==> config.mk <==
export PLATFORM = sky130hd
export DESIGN_NAME = wb_port_arbiter
export DESIGN_NICKNAME = d
export VERILOG_FILES = /design/src/rtl/wb_port_arbiter.sv
export SDC_FILE = /design/constraint.sdc
export NUM_CORES = 1
export LEC_CHECK = 0
export CORE_MARGIN = 5
export CORE_UTILIZATION = 40
export DETAILED_ROUTE_END_ITERATION = 10
export GPL_TIMING_DRIVEN = 0
export PLACE_DENSITY = 0.77
export SKIP_CTS_REPAIR_TIMING = 1
export SLEW_MARGIN = 20
export SYNTH_ARGS = -nofsm -noshare
export SYNTH_HDL_FRONTEND = slang
export SYNTH_SLANG_ARGS = --single-unit
==> constraint.sdc <==
create_clock -name clk -period 9.16 [get_ports clk]
set_input_delay 2.29 -clock clk [delete_from_list [all_inputs] [get_ports clk]]
set_output_delay 2.29 -clock clk [all_outputs]
set_load 0.01 [all_outputs]
==> src/rtl/wb_port_arbiter.sv <==
// Shares the register-file write port between writeback and buffered MDU results.
// Latency: writeback grant -> rf_we next cycle; MDU push -> eligible next cycle -> rf_we one cycle later.
// Backpressure: mdu_ready drops when the FIFO is full; a starved head raises a one-cycle stall_pipe.
module wb_port_arbiter #(
  parameter int DEPTH        = 2,
  parameter int STARVE_LIMIT = 4
) (
  input  logic        clk,
  input  logic        rst,
  input  logic        regwriteW,
  input  logic [4:0]  rdW,
  input  logic [31:0] resultW,
  input  logic        mdu_valid,
  input  logic [4:0]  mdu_rd,
  input  logic [31:0] mdu_data,
  output logic        mdu_ready,
  input  logic [4:0]  query_rs,
  input  logic [4:0]  query_rt,
  output logic        pend_hit,
  output logic        stall_pipe,
  output logic        rf_we,
  output logic [4:0]  rf_waddr,
  output logic [31:0] rf_wdata
);

  localparam int AW = (DEPTH > 1) ? $clog2(DEPTH) : 1;
  localparam int CW = AW + 1;
  localparam int GW = $clog2(STARVE_LIMIT + 1);

  logic [4:0]    fifoRd   [DEPTH];
  logic [31:0]   fifoData [DEPTH];
  logic [AW-1:0] wrPtr;
  logic [AW-1:0] rdPtr;
  logic [CW-1:0] count;
  logic [GW-1:0] age;

  logic fifoEmpty;
  logic fifoFull;
  logic push;
  logic pop;
  logic wbGrant;
  logic starveNext;

  assign fifoEmpty = (count == '0);
  assign fifoFull  = (count == CW'(DEPTH));
  assign mdu_ready = !fifoFull;

  // A zero destination completes the handshake but is never stored.
  assign push = mdu_valid && !fifoFull && (mdu_rd != 5'd0);

  // A stall cycle belongs to the FIFO; the stalled pipeline re-presents its write.
  assign wbGrant = !stall_pipe && regwriteW && (rdW != 5'd0);
  assign pop     = !fifoEmpty && (stall_pipe || !(regwriteW && (rdW != 5'd0)));

  assign starveNext = !stall_pipe && !fifoEmpty && !pop &&
                      (age == GW'(STARVE_LIMIT - 1));

  logic [AW-1:0] slot;
  always_comb begin
    pend_hit = 1'b0;
    slot     = '0;
    for (int i = 0; i < DEPTH; i++) begin
      // Entry i is live when its distance from the read pointer is below the fill count.
      slot = AW'(i) - rdPtr;
      if (CW'(slot) < count) begin
        if ((query_rs != 5'd0) && (fifoRd[i] == query_rs)) pend_hit = 1'b1;
        if ((query_rt != 5'd0) && (fifoRd[i] == query_rt)) pend_hit = 1'b1;
      end
    end
  end

  always_ff @(posedge clk) begin
    if (push) begin
      fifoRd[wrPtr]   <= mdu_rd;
      fifoData[wrPtr] <= mdu_data;
    end
  end

  always_ff @(posedge clk) begin
    if (rst) begin
      wrPtr      <= '0;
      rdPtr      <= '0;
      count      <= '0;
      age        <= '0;
      stall_pipe <= 1'b0;
      rf_we      <= 1'b0;
      rf_waddr   <= 5'd0;
      rf_wdata   <= 32'd0;
    end else begin
      if (push) wrPtr <= wrPtr + 1'b1;
      if (pop)  rdPtr <= rdPtr + 1'b1;
      count <= count + CW'(push) - CW'(pop);

      if (fifoEmpty || pop)
        age <= '0;
      else if (age != GW'(STARVE_LIMIT))
        age <= age + 1'b1;

      stall_pipe <= starveNext;

      rf_we <= pop || wbGrant;
      if (pop) begin
        rf_waddr <= fifoRd[rdPtr];
        rf_wdata <= fifoData[rdPtr];
      end else if (wbGrant) begin
        rf_waddr <= rdW;
        rf_wdata <= resultW;
      end else begin
        rf_waddr <= 5'd0;
        rf_wdata <= 32'd0;
      end
    end
  end

endmodule
==> results of run 1 <==
-- placed cells by master (no fill, tap or decap), types with 3 or more instances in the layout --
master	n
a21oi_1	3
a22oi_1	3
buf_2	4
bufinv_16	4
clkbuf_1	5
clkbuf_16	17
clkbuf_2	3
clkdlybuf4s50_1	128
clkinv_2	3
clkinvlp_4	4
dfxtp_1	47
edfxtp_1	74
ha_1	5
inv_1	6
mux2_2	3
mux2i_1	34
nand2_1	36
nand3_1	4
nor2_1	12
nor4_1	5
o21ai_0	25
o21ai_1	10
or4_1	3
xnor2_1	15
xor2_1	10
-- sequential cells by signal, summed over array words and instances (netlist names), named ones only --
signal,cells
age,3
rf_waddr,5
rf_we,1
fifoRd,10
fifoData,64
rf_wdata,32
stall_pipe,1
count,2
wrPtr,1
rdPtr,1
-- cell families (layout without fill, tap and decap cells) --
logic type               Yosys count  after routing  synth area share
AO/OA/AOI/OAI                     46             46           0.05833
buffers and inverters             18            180           0.01870
XOR/XNOR                          25             25           0.04884
flip-flops                       121            121            0.7056
multiplexers                      37             37           0.08345
AND/OR/NAND/NOR                   70             70           0.07117
adder cells (fa/ha/maj)            5              5           0.01395
-- metal layers --
metal	vias to the layer above	track usage
met5	-	0
met4	0	0.07193
met3	14	0.06997
met2	105	0.2712
met1	1434	0.1763
li1	1466	-
-- area by class of cell --
| cell class | instances | area, µm² | area share |
|---|---|---|---|
| multi-input cells | 183 | 1251 | 0.1887 |
| repair buffers | 130 | 1336 | 0.2015 |
| clock buffers | 19 | 442.9 | 0.06681 |
| flip-flops and latches | 121 | 3163 | 0.4771 |
| well taps | 140 | 175.2 | 0.02642 |
| inverters | 6 | 22.52 | 0.003397 |
| plain buffers | 12 | 61.31 | 0.009247 |
| clock inverters | 13 | 177.7 | 0.02680 |
-- per-stage QoR --
stage / hold slack [ns] / utilization / instance area [µm²] / cells
final: 0.4511 / 0.6063 / 6630 / 624
after detailed placement: 0.4511 / 0.5495 / 6010 / 592
after global placement: 0.4414 / 0.5431 / 5939 / 590
after CTS: 0.4576 / 0.6063 / 6630 / 624
after global routing: 0.4838 / 0.6063 / 6630 / 624
after floorplan: 0.4567 / - / 4483 / 322
-- worst paths after layout --
check	to	slack (ns)
setup reg to reg	count[1]	7.10
setup / recovery	pend_hit	2.46
hold / removal	stall_pipe	0.45
hold reg to reg	stall_pipe	0.45
-- worst register-to-register path, delay by kind of cell (launching register included) --
kind | cells | cell delay (ns)
buffers and inverters | 2 | 0.18
flip-flops | 1 | 0.32
adder cells (fa/ha/maj) | 2 | 0.41
XOR/XNOR | 2 | 0.31
AND/OR/NAND/NOR | 3 | 0.57
AO/OA/AOI/OAI | 1 | 0.14
-- power by group through the flow --
stage	Combinational [mW]	Clock [mW]	Sequential, mW
2_1_floorplan	0.166	0	0.714
3_3_place_gp	0.310	0	0.707
3_5_place_dp	0.333	0	0.707
4_1_cts	0.335	0.701	0.697
5_1_grt	0.358	0.732	0.704
6_report	0.328	0.688	0.697
==> impl_results.md, run 1 <==
* Crit path max fanout at 3
* First-pass GRT wire length at 16.34 mm
* Prevailing post-synth register cell: edfxtp_1
* Die height at 115.9 µm
* Nets at 564
* Boundary Pins at 129
* Gr usage total at 0.1610
* Synth top cells by count: edfxtp_1 (74), dfxtp_1 (47), nand2_1 (36), mux2i_1 (34), o21ai_0 (25)
* Crit path time final at 6.705 ns
* DPL Wire Length at 7.557 mm
* Clk root buf: clkbuf_16
* Fin. Hold Viols at 0
* Port-buffer cells at 128
* Initial core utilization at 0.4100
* Synth top area cells: edfxtp_1 (50%), dfxtp_1 (21%), mux2i_1 (7.6%), nand2_1 (3.0%), xnor2_1 (2.9%)
* Number of synthesized register bits at 121
* Async SR Flop Fraction at 0
* Sw Share at 0.2450
* H-tree levels at 4
* Remaining DRCs at 0
* Worst-Skew Late Latency at 0.40 ns
* Setup WS pre-CTS at 2.445 ns
* Final setup vio count at 0
* Min-delay src: stall_pipe
* CP Buf/Inv Count at 2
* Grt ovf at 0
* Clk network pwr share at 0.402
* Part of the power in registers at 0.407
* Core Rows at 38
* Worst IR Drop VDD at 0.0001344 V
* Final WS setup at 2.455 ns
* Die Width at 115.9 µm
* Routed WL at 10.31 mm
* Crit path cell chain: clkdlybuf4s50_1, or4_1, nor2_1, nor4_1, o22ai_1, a211oi_1, clkdlybuf4s50_1
* Post-Synthesis Cells at 322
* DRT Pass-1 Iters at 4
* Initial DRC Count at 102
* Setup TNS at 0 ns
* Sink Count at 121
* Worst Tran Pin Value at 0.8030 ns
* RSZ-0062 raised after global routing: false
* Post-route ant nets at 0
* Logic pwr share at 0.192
* Status: complete, no violations
* Placer Congestion at 0.7773
* Max Fclk at 149.1 MHz
* Critical path class: primary input to primary output
* Unique cell type count in the Yosys netlist at 33
* Vias in the first global route at 3342
* WL met3 at 934 µm
* Crit end category: primary output
* Vias/cell at 4.838
* Met1 wire length at 4.068 mm
* N_diodes at 0
* EDFF count, synth at 74
* Routed wire length on met2 at 5.164 mm
* Slew headroom at 0.4646
* Highest routed layer: met4
* Cell with the largest stage delay on the worst path: clkdlybuf4s50_1
* Via count at 3019
* CP startpoint: query_rs[2]
* Arrival time worst endpoint at 4.41 ns
* Core area at 10940 µm²
* Hold WC Path Type: flop to flop
* Filler cell count at 834
* Synthesized Nets at 415
* Final period utilization at 0.7320
* Max-cap viol count at 0
* CTS tree: built
* Synth top area share at 0.4957
* Net switching power at 0.4198 mW
* Top cell family by delay on the critical path: buffers and inverters
* Critical Path Stages at 7
* Clock transition at the registers of the reported paths at 0.05 ns
* Power per Cell Area at 258.4 nW/µm²
* Leak pwr at 2.332 nW
* Startpoint types: primary input
* Seq/Total Area, Yosys at 0.7056
* Drt wl/cell at 16.52 µm
* Critical Path Most Common Cell: clkdlybuf4s50_1
* Cell area after synthesis at 4483 µm²
* Die Area at 13420 µm²
* Avg Inst Size Synth at 13.92 µm²
* Worst clock skew at 0.007421 ns
* YS warnings at 0
* Total power at 1.713 mW
* Final Max Tran Viols at 0
* Worst R2R Path Depth at 10
* CP peak stage delay at 0.58 ns
* Critical Path RT at 6.87 ns
* RR Startpoint: stall_pipe
* Initial antenna violation count at 0
* Area grow syn2layout at 47.89%
* Share of layout cells above drive strength 1 at 0.1033
* Worst hold path cell count at 1
* Most frequent cell after synthesis: edfxtp_1
* Pint at 1.293 mW
* CTS buffer count at 17
* Largest net degree at the start of global routing at 23
* Area leader, netlist: edfxtp_1
* Clock Path Buffers at 2
Note: power is estimated with default switching activity, not from simulation.
==> run 2, diff against run 1 <==
--- a/config.mk
+++ b/config.mk
@@ -9,7 +9,7 @@
 export CORE_UTILIZATION = 40
 export DETAILED_ROUTE_END_ITERATION = 10
 export GPL_TIMING_DRIVEN = 0
-export PLACE_DENSITY = 0.77
+export PLACE_DENSITY = 0.8
 export SKIP_CTS_REPAIR_TIMING = 1
 export SLEW_MARGIN = 20
 export SYNTH_ARGS = -nofsm -noshare
==> constraint.sdc (replaced) <==
create_clock -name clk -period 6.12 [get_ports clk]
set_input_delay 1.53 -clock clk [delete_from_list [all_inputs] [get_ports clk]]
set_output_delay 1.53 -clock clk [all_outputs]
set_load 0.01 [all_outputs]
==> run 2 against run 1 <==
  * Critical path depth did not move
  * Worst setup slack got worse by 1.5 ns
  * Clock skew shrank 0.00058 ns
  * Sequential cell count is the same
  * First-iteration DRC count increased by 55%
  * Register-to-register slack lost 3.1 ns
  * Clock power increased by 40%
  * Non-clock buffer count unchanged
  * Total power grew 45%
  * Global-route usage shrank 0.83 points
  * Sequential share of layout area is 0.36 points higher
  * Worst hold slack improved by 0.0054 ns
  * Largest power group unchanged
==> impl_results.md, run 2 (same netlist as run 1, synthesis figures left out) <==
* Routed WL at 10.07 mm (-2.4%)
* Critical Path RT at 4.59 ns (-2.28 ns)
* Clk root buf: clkbuf_16
* First-pass GRT wire length at 15.48 mm (-5.2%)
* Crit path time final at 5.214 ns
* Crit path max fanout at 3 (unchanged)
* Die Area at 13420 µm² (unchanged)
* N_diodes at 0 (unchanged)
* Initial DRC Count at 158 (+55%)
* Worst clock skew at 0.006838 ns (-0.0005831 ns)
* Final Cell Area at 6580 µm² (-0.75%)
* Min-delay src: stall_pipe
* Largest register by flop count: fifoData
* Largest register FFs at 64 (unchanged)
* Arrival time worst endpoint at 3.68 ns (-0.73 ns)
* Remaining DRCs at 0 (unchanged)
* Worst IR Drop VDD at 0.0001700 V (+26%)
* Final period utilization at 0.8520
* Drt wl/cell at 16.13 µm (-2.4%)
* Worst R2R Path Depth at 10 (unchanged)
* Vias/cell at 4.776 (-1.3%)
* Grt ovf at 0 (unchanged)
* Worst Tran Pin Value at 0.7449 ns (-0.05818 ns)
* Most common cell after layout, fill and taps aside: clkdlybuf4s50_1
* Core area at 10940 µm² (unchanged)
* Clock Path Buffers at 2 (unchanged)
* Leak pwr at 2.317 nW (-0.66%)
* RR Startpoint: stall_pipe
* Worst-Skew Late Latency at 0.39 ns (about the same)
* Post-route ant nets at 0 (unchanged)
* Critical path class: primary input to primary output
* Placer Congestion at 0.7796 (+0.30%)
* DPL Wire Length at 7.345 mm (-2.8%)
* Max-cap viol count at 0 (unchanged)
* WHS Endpoint: stall_pipe
* CP peak stage delay at 0.58 ns (about the same)
* Crit end category: primary output
* Status: complete, no violations
* Cell with the largest stage delay on the worst path: clkdlybuf4s50_1
* Reg-to-reg endpoint: count[1]
* DRT Pass-1 Iters at 4 (unchanged)
* Worst hold path cell count at 1 (unchanged)
* Final Max Tran Viols at 0 (unchanged)
* Nets at 564 (unchanged)
* Fin. Hold Viols at 0 (unchanged)
* Util after Layout at 0.6017 (-0.004577)
* Power per Cell Area at 377.8 nW/µm² (+46%)
* Area grow syn2layout at 46.78%
* H-tree levels at 4 (unchanged)
* Boundary Pins at 129 (unchanged)
* Crit path cell chain: clkdlybuf4s50_1, or4_1, nor2_1, nor4_1, o22ai_1, a211oi_1, clkdlybuf4s50_1
* Placed Area at 5995 µm² (-0.25%)
* Biggest regs: fifoData x64, rf_wdata x32, fifoRd x10
* Commonest non-fill, non-tap cells in the layout: clkdlybuf4s50_1 (128), edfxtp_1 (74), dfxtp_1 (47)
* Reg-to-reg slack, setup at 3.99 ns (-3.11 ns)
* CTS buffer count at 17 (unchanged)
* Initial antenna violation count at 0 (unchanged)
* Initial core utilization at 0.4100 (unchanged)
* Gr usage total at 0.1526 (-0.008328)
* Sink Count at 121 (unchanged)
* Min Hold Slack at 0.4566 ns (+0.005437 ns)
* Die Width at 115.9 µm (unchanged)
* Startpoint types: primary input
* Hold WC Path Type: flop to flop
* Core Rows at 38 (unchanged)
* Max Fclk at 191.8 MHz
* RSZ-0062 raised after global routing: false
* Die height at 115.9 µm (unchanged)
* Via count at 2980 (-1.3%)
* Largest net degree at the start of global routing at 23 (unchanged)
* Slew headroom at 0.5034 (+0.03878)
* CTS tree: built
* Setup WS pre-CTS at 0.8743 ns (-1.570 ns)
* Final setup vio count at 0 (unchanged)
* Clock transition at the registers of the reported paths at 0.05 ns (about the same)
* Setup TNS at 0 ns (unchanged)
* Share of layout cells above drive strength 1 at 0.09917 (-0.004132)
* Final WS setup at 0.9059 ns (-1.549 ns)
* Filler cell count at 888 (+6.5%)
* Critical Path Most Common Cell: clkdlybuf4s50_1
* Vias in the first global route at 3188 (-4.6%)
* Port-buffer cells at 128 (unchanged)
[run 2: layout make-up]
cell class,count,area (µm²),area share
timing repair buffer,130,1321,0.2008
buffer,12,61.31,0.009317
clock inverter,8,93.84,0.01426
clock buffer,24,491.7,0.07473
inverter,6,22.52,0.003423
sequential,121,3163,0.4807
multi-input combinational,183,1251,0.1902
tap,140,175.2,0.02662
[run 2: how the worst max path moves through the flow]
| stage | startpoint | end | slack, ns | cells after the start |
|---|---|---|---|---|
| finish | query_rs[1] | pend_hit | 0.91 | 7 |
| global route | query_rs[1] | pend_hit | 0.79 | 7 |
| CTS | query_rs[1] | pend_hit | 0.88 | 7 |
| detailed placement | query_rs[1] | pend_hit | 0.87 | 7 |
| global placement | mdu_rd[0] | fifoData[0][3] | 0.82 | 4 |
| floorplan | query_rs[1] | pend_hit | 2.03 | 5 |
[run 2: worst max-delay path: cells and delay by family]
kind	cells	cell delay, ns
simple gates	3	0.60
compound gates	2	0.43
buf+inv	2	1.12
[run 2: metal layers]
metal | global-route usage | part of all wire
met5 | 0 | 0
met4 | 0.05027 | 0.012
met3 | 0.05587 | 0.067
met2 | 0.2681 | 0.52
met1 | 0.1721 | 0.40
[run 2: power breakdown]
part / internal [mW] / switching (mW) / total, mW
Clock: 0.639 / 0.322 / 0.961
Combinational: 0.247 / 0.236 / 0.483
Sequential: 0.997 / 0.0445 / 1.04
[run 2: per-stage QoR]
stage / power [mW] / instances
floorplan: 1.317 / 322
global placement: 1.521 / 590
detailed placement: 1.549 / 592
CTS: 2.517 / 624
global route: 2.602 / 624
finish: 2.486 / 624
==> run 3, diff against run 2 <==
--- a/config.mk
+++ b/config.mk
@@ -10,6 +10,7 @@
 export DETAILED_ROUTE_END_ITERATION = 10
 export GPL_TIMING_DRIVEN = 0
 export PLACE_DENSITY = 0.8
+export RECOVER_POWER = 25
 export SKIP_CTS_REPAIR_TIMING = 1
 export SLEW_MARGIN = 20
 export SYNTH_ARGS = -nofsm -noshare
==> run 3 against run 2 <==
  * Worst hold slack hardly changed
  * Cell count is 0.16% higher
  * Sequential power hardly changed
  * Clock skew is 0.00083 ns higher
  * Largest cell class unchanged
==> impl_results.md, run 3 (same netlist as run 1, synthesis figures left out) <==
* Area of the multi-input gates at 1251 µm² (unchanged)
* Setup WS pre-CTS at 0.8743 ns (unchanged)
* Total power at 2.481 mW (-0.20%)
* Nets at 564 (unchanged)
* Vias in the first global route at 3188 (unchanged)
* CP Buf/Inv Count at 2 (unchanged)
* Worst clock skew at 0.007667 ns (+0.0008289 ns)
* Worst Tran Pin Value at 0.7469 ns (+0.002066 ns)
* Vias/cell at 4.770 (-0.13%)
* Initial DRC Count at 161 (+1.9%)
* Critical Path Most Common Cell: clkdlybuf4s50_1
* Worst IR Drop VDD at 0.0001693 V (-0.39%)
* Drt wl/cell at 16.10 µm (-0.17%)
* Crit end category: primary output
* Hold WC Path Type: flop to flop
* Fin. Hold Viols at 0 (unchanged)
* Final Max Tran Viols at 0 (unchanged)
* Critical Path RT at 4.59 ns (about the same)
* Largest net degree at the start of global routing at 23 (unchanged)
* Port-buffer cells at 128 (unchanged)
* CTS tree: built
* Max-cap viol count at 0 (unchanged)
* Clk root buf: clkbuf_16
* Die Width at 115.9 µm (unchanged)
* Startpoint types: primary input
* Max Fclk at 191.7 MHz (about the same)
* Post-route ant nets at 0 (unchanged)
* Final period utilization at 0.8524 (about the same)
* Initial core utilization at 0.4100 (unchanged)
* Gr usage total at 0.1526 (unchanged)
* Slew headroom at 0.5020 (-0.001378)
* Register area at 3163 µm² (unchanged)
* Grt ovf at 0 (unchanged)
* Top cell family by delay on the critical path: buffers and inverters
* Clock transition at the registers of the reported paths at 0.05 ns (about the same)
* Final std cells w/o fill at 625 (+0.16%)
* Final WS setup at 0.9030 ns (-0.002904 ns)
* Final setup vio count at 0 (unchanged)
* Commonest non-fill, non-tap cells in the layout: clkdlybuf4s50_1 (98), edfxtp_1 (74), dfxtp_1 (47)
* Leak pwr at 2.325 nW (+0.34%)
* Placer Congestion at 0.7796 (unchanged)
* Crit path time final at 5.217 ns (+0.002904 ns)
* RSZ-0062 raised after global routing: false
* Critical path class: primary input to primary output
* Setup TNS at 0 ns (unchanged)
* Die Area at 13420 µm² (unchanged)
* Worst-Skew Late Latency at 0.39 ns (about the same)
* CP peak stage delay at 0.58 ns (about the same)
* Post-placement cell count at 592 (unchanged)
* Power per Cell Area at 376.9 nW/µm² (-0.24%)
* Remaining DRCs at 0 (unchanged)
* DRT Pass-1 Iters at 4 (unchanged)
* Placed Area at 5995 µm² (unchanged)
* Filler cell count at 888 (unchanged)
* Share of layout cells above drive strength 1 at 0.09917 (unchanged)
* Crit path max fanout at 3 (unchanged)
* Core Rows at 38 (unchanged)
* Util after Layout at 0.6019 (about the same)
* Boundary Pins at 129 (unchanged)
* Status: complete, no violations
* Sink Count at 121 (unchanged)
* Clock Path Buffers at 2 (unchanged)
* Arrival time worst endpoint at 3.69 ns (about the same)
* Largest register FFs at 64 (unchanged)
* Cell with the largest stage delay on the worst path: clkdlybuf4s50_1
* Routed WL at 10.06 mm (about the same)
* Die height at 115.9 µm (unchanged)
* Biggest regs: fifoData x64, rf_wdata x32, fifoRd x10
* CTS buffer count at 17 (unchanged)
* H-tree levels at 4 (unchanged)
* Area grow syn2layout at 46.83% (about the same)
* Crit path cell chain: clkdlybuf4s50_1, or4_1, nor2_1, nor4_1, o22ai_1, a211oi_1, clkdlybuf4s50_1
* Core area at 10940 µm² (unchanged)
* Largest register by flop count: fifoData
* Initial antenna violation count at 1 (+1)
* Most common cell after layout, fill and taps aside: clkdlybuf4s50_1
* Min Hold Slack at 0.4566 ns (+0.00001000 ns)
* DPL Wire Length at 7.345 mm (unchanged)
* First-pass GRT wire length at 15.48 mm (unchanged)
* Final Cell Area at 6583 µm² (about the same)
* Via count at 2981 (+0.034%)
## run 3: worst reg2reg max path, stage by stage (launching register included)
cell     delay, ns
dfxtp_1       0.32
nor2b_1       0.40
o21ai_4       0.13
and2b_1       0.19
buf_6         0.13
ha_1          0.27
inv_1         0.06
ha_1          0.15
xor2_1        0.19
xnor2_1       0.14
nor2_1        0.05
## run 3: worst paths after layout
check / depth (start not counted) / end / start / slack [ns]
worst max register to register: 10 / count[1] / stall_pipe / 3.98
worst min register to register: 1 / stall_pipe / stall_pipe / 0.46
worst max-delay path: 7 / pend_hit / query_rs[1] / 0.90
worst min-delay path: 1 / stall_pipe / stall_pipe / 0.46
## run 3: power by group
part	total [mW]	switching, mW	internal (mW)
combinational	0.479	0.236	0.243
clock	0.960	0.321	0.639
sequential	1.04	0.0449	0.997
total	2.48	0.602	1.88
## run 3: final cells by class
cell class | count | share of cell area
inverter | 6 | 0.003421
buffer | 12 | 0.009314
tap | 140 | 0.02661
multi-input combinational | 183 | 0.1901
timing repair buffer | 130 | 0.2007
antenna | 1 | 0.0003802
clock buffer | 24 | 0.07470
sequential | 121 | 0.4805
clock inverter | 8 | 0.01426
## run 3: per-layer routing
layer | up-vias | share of wire | GRT usage
li1 | 1462 | - | -
met1 | 1423 | 0.40 | 0.1721
met2 | 86 | 0.52 | 0.2681
met3 | 10 | 0.064 | 0.05587
met4 | 0 | 0.012 | 0.05027
met5 | - | 0 | 0
